**config.mk**
```make
export PLATFORM = sky130hd
export DESIGN_NAME = step_pulse_gen
export DESIGN_NICKNAME = d
export VERILOG_FILES = /design/src/rtl/step_pulse_gen_pkg.sv /design/src/rtl/step_pulse_gen_period_tick_counter.sv /design/src/rtl/step_pulse_gen.sv
export SDC_FILE = /design/constraint.sdc
export NUM_CORES = 1
export LEC_CHECK = 0
export CELL_PAD_IN_SITES_DETAIL_PLACEMENT = 1
export CELL_PAD_IN_SITES_GLOBAL_PLACEMENT = 2
export CORE_MARGIN = 2
export CORE_UTILIZATION = 36
export DETAILED_ROUTE_END_ITERATION = 6
export GPL_ROUTABILITY_DRIVEN = 0
export PLACE_DENSITY_LB_ADDON = 0.1
export SLEW_MARGIN = 20
export SYNTH_ARGS = -nofsm -noshare
export SYNTH_HDL_FRONTEND = slang
export SYNTH_SLANG_ARGS = --single-unit
```
**constraint.sdc**
```tcl
create_clock -name clk -period 7.4 [get_ports clk]
set_clock_uncertainty 0.1 [all_clocks]
set_input_delay 1.48 -clock clk [delete_from_list [all_inputs] [get_ports clk]]
set_output_delay 1.48 -clock clk [all_outputs]
set_load 0.01 [all_outputs]
```
**src/rtl/step_pulse_gen_pkg.sv**
```systemverilog
// ============================================================================
// Package : step_pulse_gen_pkg
// Desc    : State encodings and width defaults shared with the step-motor ctrl
// Rev     : 1.0  initial release
// ============================================================================
`default_nettype none

package step_pulse_gen_pkg;

  localparam int C_SPEED_DATA_WIDTH_DFLT  = 16;
  localparam int C_STEP_NUMBER_WIDTH_DFLT = 16;
  localparam int C_MIN_PERIOD_DFLT        = 2;

  typedef enum logic [2:0] {
    S_IDLE  = 3'd0,
    S_FETCH = 3'd1,
    S_HIGH  = 3'd2,
    S_LOW   = 3'd3,
    S_DRAIN = 3'd4
  } spg_state_t;

endpackage

`default_nettype wire

```
**src/rtl/step_pulse_gen_period_tick_counter.sv**
```systemverilog
// ============================================================================
// Module  : period_tick_counter
// Desc    : Loadable down-counter advancing on clk_en ticks, flags count == 1
// Rev     : 1.0  initial release
// ============================================================================
`default_nettype none

module period_tick_counter #(
  parameter int C_COUNT_WIDTH = 16
) (
  input  logic                     clk,
  input  logic                     reset,
  input  logic                     i_clk_en,
  input  logic                     i_load,
  input  logic [C_COUNT_WIDTH-1:0] i_load_val,
  output logic                     o_last
);

  logic [C_COUNT_WIDTH-1:0] r_count;

  always_ff @(posedge clk) begin
    if (reset) begin
      r_count <= '0;
    end else if (i_load) begin
      r_count <= i_load_val;
    end else if (i_clk_en && (r_count != '0)) begin
      r_count <= r_count - C_COUNT_WIDTH'(1);
    end
  end

  assign o_last = (r_count == C_COUNT_WIDTH'(1));

endmodule

`default_nettype wire

```
**src/rtl/step_pulse_gen.sv**
```systemverilog
// ============================================================================
// Module  : step_pulse_gen
// Desc    : Turns a step count into high/low drive pulses, one period per step
// Rev     : 1.0  initial release
// ============================================================================
`default_nettype none

module step_pulse_gen
  import step_pulse_gen_pkg::*;
#(
  parameter int C_SPEED_DATA_WIDTH  = C_SPEED_DATA_WIDTH_DFLT,
  parameter int C_STEP_NUMBER_WIDTH = C_STEP_NUMBER_WIDTH_DFLT,
  parameter int C_MIN_PERIOD        = C_MIN_PERIOD_DFLT
) (
  input  logic                           clk,
  input  logic                           reset,
  input  logic                           i_clk_en,
  input  logic                           i_start,
  input  logic                           i_stop,
  input  logic                           i_dir,
  input  logic [C_STEP_NUMBER_WIDTH-1:0] i_step_nbr,
  output logic                           o_period_req,
  input  logic                           i_period_valid,
  input  logic [C_SPEED_DATA_WIDTH-1:0]  i_period,
  output logic                           o_drive,
  output logic                           o_dir,
  output logic                           o_busy,
  output logic                           o_done,
  output logic [C_STEP_NUMBER_WIDTH-1:0] o_step_cnt
);

  localparam logic [C_SPEED_DATA_WIDTH-1:0] c_min_p = C_SPEED_DATA_WIDTH'(C_MIN_PERIOD);

  spg_state_t                     r_state;
  logic                           r_start_d1;
  logic                           r_drive;
  logic                           r_dir;
  logic                           r_busy;
  logic                           r_done;
  logic                           r_req;
  logic [C_STEP_NUMBER_WIDTH-1:0] r_step_cnt;
  logic [C_STEP_NUMBER_WIDTH-1:0] r_remain;
  logic [C_SPEED_DATA_WIDTH-1:0]  r_lo;
  logic [C_SPEED_DATA_WIDTH-1:0]  r_buf;
  logic                           r_buf_full;
  logic                           r_outstanding;
  logic                           r_stop_pending;

  logic                           w_start_edge;
  logic                           w_end_move;
  logic [C_SPEED_DATA_WIDTH-1:0]  w_p_src;
  logic [C_SPEED_DATA_WIDTH-1:0]  w_p;
  logic [C_SPEED_DATA_WIDTH-1:0]  w_hi;
  logic [C_SPEED_DATA_WIDTH-1:0]  w_lo;
  logic                           w_cnt_load;
  logic [C_SPEED_DATA_WIDTH-1:0]  w_cnt_val;
  logic                           w_last;

  assign w_start_edge = i_start & ~r_start_d1;
  assign w_end_move   = (r_remain == C_STEP_NUMBER_WIDTH'(1)) | r_stop_pending | i_stop;

  // A buffered period always takes priority; it only exists while in LOW.
  assign w_p_src = r_buf_full ? r_buf : i_period;
  assign w_p     = (w_p_src < c_min_p) ? c_min_p : w_p_src;
  assign w_hi    = w_p >> 1;
  assign w_lo    = w_p - w_hi;

  always_comb begin
    w_cnt_load = 1'b0;
    w_cnt_val  = w_hi;
    case (r_state)
      S_FETCH: w_cnt_load = i_period_valid & ~i_stop;
      S_HIGH: begin
        w_cnt_load = i_clk_en & w_last;
        w_cnt_val  = r_lo;
      end
      S_LOW:   w_cnt_load = i_clk_en & w_last & ~w_end_move & (r_buf_full | i_period_valid);
      default: w_cnt_load = 1'b0;
    endcase
  end

  period_tick_counter #(
    .C_COUNT_WIDTH (C_SPEED_DATA_WIDTH)
  ) u_phase_cnt (
    .clk        (clk),
    .reset      (reset),
    .i_clk_en   (i_clk_en),
    .i_load     (w_cnt_load),
    .i_load_val (w_cnt_val),
    .o_last     (w_last)
  );

  always_ff @(posedge clk) begin
    if (reset) begin
      r_state        <= S_IDLE;
      r_start_d1     <= 1'b0;
      r_drive        <= 1'b0;
      r_dir          <= 1'b0;
      r_busy         <= 1'b0;
      r_done         <= 1'b0;
      r_req          <= 1'b0;
      r_step_cnt     <= '0;
      r_remain       <= '0;
      r_lo           <= '0;
      r_buf          <= '0;
      r_buf_full     <= 1'b0;
      r_outstanding  <= 1'b0;
      r_stop_pending <= 1'b0;
    end else begin
      r_start_d1 <= i_start;
      r_done     <= 1'b0;
      r_req      <= 1'b0;
      if (i_period_valid) r_outstanding <= 1'b0;

      case (r_state)
        S_IDLE: begin
          r_stop_pending <= 1'b0;
          r_buf_full     <= 1'b0;
          if (w_start_edge) begin
            if (i_step_nbr == '0) begin
              r_done <= 1'b1;
            end else begin
              r_remain      <= i_step_nbr;
              r_dir         <= i_dir;
              r_step_cnt    <= '0;
              r_req         <= 1'b1;
              r_outstanding <= 1'b1;
              r_busy        <= 1'b1;
              r_state       <= S_FETCH;
            end
          end
        end

        S_FETCH: begin
          if (i_stop) begin
            if (i_period_valid) begin
              r_busy  <= 1'b0;
              r_done  <= 1'b1;
              r_state <= S_IDLE;
            end else begin
              r_state <= S_DRAIN;
            end
          end else if (i_period_valid) begin
            r_lo    <= w_lo;
            r_drive <= 1'b1;
            r_state <= S_HIGH;
          end
        end

        S_HIGH: begin
          if (i_stop) r_stop_pending <= 1'b1;
          if (i_clk_en && w_last) begin
            r_drive <= 1'b0;
            r_state <= S_LOW;
            // Prefetch the next period so it is ready by the end of LOW.
            if ((r_remain > C_STEP_NUMBER_WIDTH'(1)) && !i_stop && !r_outstanding) begin
              r_req         <= 1'b1;
              r_outstanding <= 1'b1;
            end
          end
        end

        S_LOW: begin
          if (i_stop) r_stop_pending <= 1'b1;
          if (i_clk_en && w_last) begin
            r_step_cnt <= r_step_cnt + C_STEP_NUMBER_WIDTH'(1);
            r_remain   <= r_remain - C_STEP_NUMBER_WIDTH'(1);
            r_buf_full <= 1'b0;
            if (w_end_move) begin
              if (r_outstanding && !i_period_valid) begin
                r_state <= S_DRAIN;
              end else begin
                r_busy  <= 1'b0;
                r_done  <= 1'b1;
                r_state <= S_IDLE;
              end
            end else if (r_buf_full || i_period_valid) begin
              r_lo    <= w_lo;
              r_drive <= 1'b1;
              r_state <= S_HIGH;
            end else begin
              r_state <= S_FETCH;
            end
          end else if (i_period_valid) begin
            r_buf      <= i_period;
            r_buf_full <= 1'b1;
          end
        end

        S_DRAIN: begin
          if (i_period_valid) begin
            r_busy  <= 1'b0;
            r_done  <= 1'b1;
            r_state <= S_IDLE;
          end
        end

        default: begin
          r_drive <= 1'b0;
          r_busy  <= 1'b0;
          r_state <= S_IDLE;
        end
      endcase
    end
  end

  assign o_period_req = r_req;
  assign o_drive      = r_drive;
  assign o_dir        = r_dir;
  assign o_busy       = r_busy;
  assign o_done       = r_done;
  assign o_step_cnt   = r_step_cnt;

endmodule

`default_nettype wire

```
==> results by group <==
Drt
  • Vias: 5517
  • DR iter-0 viols: 244
  • # DRC: 0
  • Pre-Repair DR Iteration Count: 4
  • Via-to-Cell Ratio: 5.578
  • Wire length per cell: 17.82 µm
  • DRT antenna net count: 0
  • Final wirelength: 17.62 mm

Clock tree
  • Post-CTS setup buffer count: 0
  • CTS tree: done
  • Clock latency on the worst-skew pair: 0.36 ns
  • Clk root buf: clkbuf_16
  • Clk sinks: 92
  • # hold bufs at CTS: 0
  • Resize count post-CTS: 0
  • Max clock buf depth: 2
  • Htree depth: 3
  • Clock transition at path regs: 0.06 ns
  • TritonCTS Buffers: 9

Yosys
  • Post-synth top area share: 32.11%
  • Post-synth EDFFs: 0
  • Most frequent cells after synthesis: dfxtp_1, nor2_1, a21oi_1
  • Register area share after synthesis: 32.11%
  • Cell variety after synth: 68
  • Synth Cell Area: 5736 µm²
  • Top post-synthesis cells by area: dfxtp_1, mux2i_1, a21oi_1
  • Synth Warn #: 0
  • Register bit total from synthesis: 92
  • Top cell type by total area after synthesis: dfxtp_1
  • Post-synth net total: 797
  • Post-Syn Instances: 736
  • Ys flop type: dfxtp_1
  • Ys async rst share: 0%
  • Syn Area/Cell: 7.793 µm²
  • Top-count cell post-synth: dfxtp_1

Global route
  • First-pass GRT wire length: 28.65 mm
  • Initial antenna violation count: 0
  • GRT Total Usage: 21.48%
  • Pin count of the biggest net entering global routing: 78
  • Vias in the first global route: 5596
  • GR Overflow Total: 0

Timing
  • Fin crit share: 67.79%
  • Slew @ Worst Pin: 1.075 ns
  • Hold_ws: 0.3771 ns
  • Fmax: 199.3 MHz
  • RSZ-0062 raised after global routing: no
  • Min Tclk post-route: 5.017 ns
  • Final slew viol count: 0
  • Final Hold Viols: 0
  • Final setup viols: 0
  • Slew Limit Headroom: 28.12%
  • Total negative slack: 0 ns

Worst setup path
  • RR Startpoint: r_buf_full
  • Critical path cell sequence: clkdlybuf4s50_1 -> mux2i_1 -> ha_1 -> nand4_1 -> a211oi_1 -> a211o_1 -> ha_1 -> nand2b_1 -> a21oi_1 -> a2111oi_0 -> o31ai_1 -> xnor2_1 -> a211oi_1
  • Crit path launch type: input pin
  • Max Fanout on Critical Path: 6
  • CP max stage delay: 0.79 ns
  • Worst Reg2Reg Path Length in Cells: 13
  • WP data required: 7.56 ns
  • Worst setup EP type: register
  • Setup CP Type: in2reg
  • Worst EP arrival: 5.18 ns
  • Slowest cell on crit path: a2111oi_0
  • Setup slack, reg-to-reg: 3.22 ns
  • RR Endpoint: r_lo[13]

Layout
  • Finished Cell Area: 6768 µm²
  • Fill cells: 1913
  • Area grow syn2layout: 18.00%
  • Share of layout cells above drive strength 1: 4.787%
  • Final #Nets: 829
  • Antenna fix cells: 0

Floorplan
  • Die Wd: 130.2 µm
  • Die H: 130.2 µm
  • Site Rows: 46
  • IO Pins: 60
  • Die ar.: 16960 µm²
  • Initial core utilization: 36.50%
  • Core area: 15710 µm²

Flow run
  • Maxcap violations: 0

Pwr
  • Internal: 1.191 mW
  • Sw Share: 41.78%
  • Power share of the combinational group: 43.7%
  • Peak supply drop: 0.1318 mV
  • Cell Pwr Density: 302.3 nW/µm²
  • P_sw: 0.8549 mW
  • Clock network fraction of design power: 23.9%
  • Leakage power: 2.504 nW
  • Seq pwr share: 32.4%

Min path
  • Hold Path Cell Cnt: 2
  • Hold/Removal Path Class: reg2reg
  • Hold path start: r_lo[8]
  • Hold worst-path end: r_lo[8]

Placed design
  • Placed inst area: 6449 µm²
  • DP HPWL: 12.91 mm
  • Port Buffers: 59

Run status
  • Status: finished, final reports clean
==> state kept, by name (all words and copies together), names as in the netlist <==
signal	flops
o_step_cnt	16
r_buf	16
r_lo	16
r_remain	16
u_phase_cnt.r_count	16
r_state	3
o_busy	1
o_dir	1
o_done	1
o_drive	1
o_period_req	1
r_buf_full	1
r_outstanding	1
r_start_d1	1
r_stop_pending	1
==> worst max-delay path, delay by kind of cell <==
family,cells,cell delay (ns)
compound gates,6,2.12
fa+ha+maj,2,0.47
buf+inv,1,0.43
mux,1,0.35
simple gates,2,0.16
xor+xnor,1,0.16
==> through the flow <==
step	instances	total power, mW	setup slack [ns]	util [%]
finish	989	2.046	2.383	43.07
global route	989	2.197	1.819	43.07
CTS	989	2.060	2.345	43.02
detailed placement	973	1.564	1.973	41.04
global placement	973	1.539	2.173	41.04
floorplan	736	1.306	3.128	-
==> placed cells by master, fill, tap and decap left out, types with 6 or more instances in the layout <==
cell              n
nor2_1           87
nand2_1          62
nor3_1           22
nand3_1          16
nand4_1          12
clkbuf_16         9
nand2b_1         10
xor2_1            6
nor2b_1           6
nor4_1           15
ha_1             21
a211oi_1         27
dfxtp_1          92
a21oi_1          72
clkdlybuf4s50_1  58
mux2i_1          37
o22ai_1           6
o21ai_0          49
inv_1            28
xnor2_1          19
or3_1            11
==> cell type report <==
cell class | count | area (µm²) | share of cell area, %
multi-input combinational | 573 | 3617 | 53.45
timing repair buffer | 64 | 623.1 | 9.207
sequential | 92 | 1842 | 27.21
inverter | 28 | 105.1 | 1.553
clock buffer | 11 | 252.7 | 3.735
tap | 216 | 270.3 | 3.993
clock inverter | 5 | 57.56 | 0.8504
==> power groups by stage <==
stage | registers (mW) | clock network, mW | logic [mW]
2_1_floorplan | 0.637 | 0 | 0.669
3_3_place_gp | 0.668 | 0 | 0.871
3_5_place_dp | 0.671 | 0 | 0.893
4_1_cts | 0.660 | 0.501 | 0.899
5_1_grt | 0.677 | 0.521 | 0.999
6_report | 0.663 | 0.490 | 0.894
==> layer usage <==
metal | global-route usage, % | wire length (µm)
met2 | 37.73 | 8658
met1 | 27.28 | 8277
met4 | 7.084 | 257
met5 | 0 | 0
met3 | 2.706 | 428
==> cell families (layout without fill, tap and decap cells) <==
family          Yosys count  in the layout  synth area share, %
fa+ha+maj                22             22                4.930
buf+inv                  71            108                4.974
simple gates            274            274                23.65
xor+xnor                 25             25                3.818
flops                    92             92                32.11
mux                      37             37                6.457
compound gates          215            215                24.06
==> worst max-delay path by stage <==
| stage | from | endpoint | depth (start not counted) |
|---|---|---|---|
| floorplan | i_period[15] | r_lo[15] | 12 |
| global placement | i_period[15] | r_lo[15] | 13 |
| detailed placement | i_period[15] | r_lo[15] | 13 |
| CTS | i_period[15] | r_lo[15] | 13 |
| global route | i_period[15] | r_lo[13] | 13 |
| finish | i_period[15] | r_lo[13] | 13 |
Note: power is estimated with default switching activity, not from simulation.
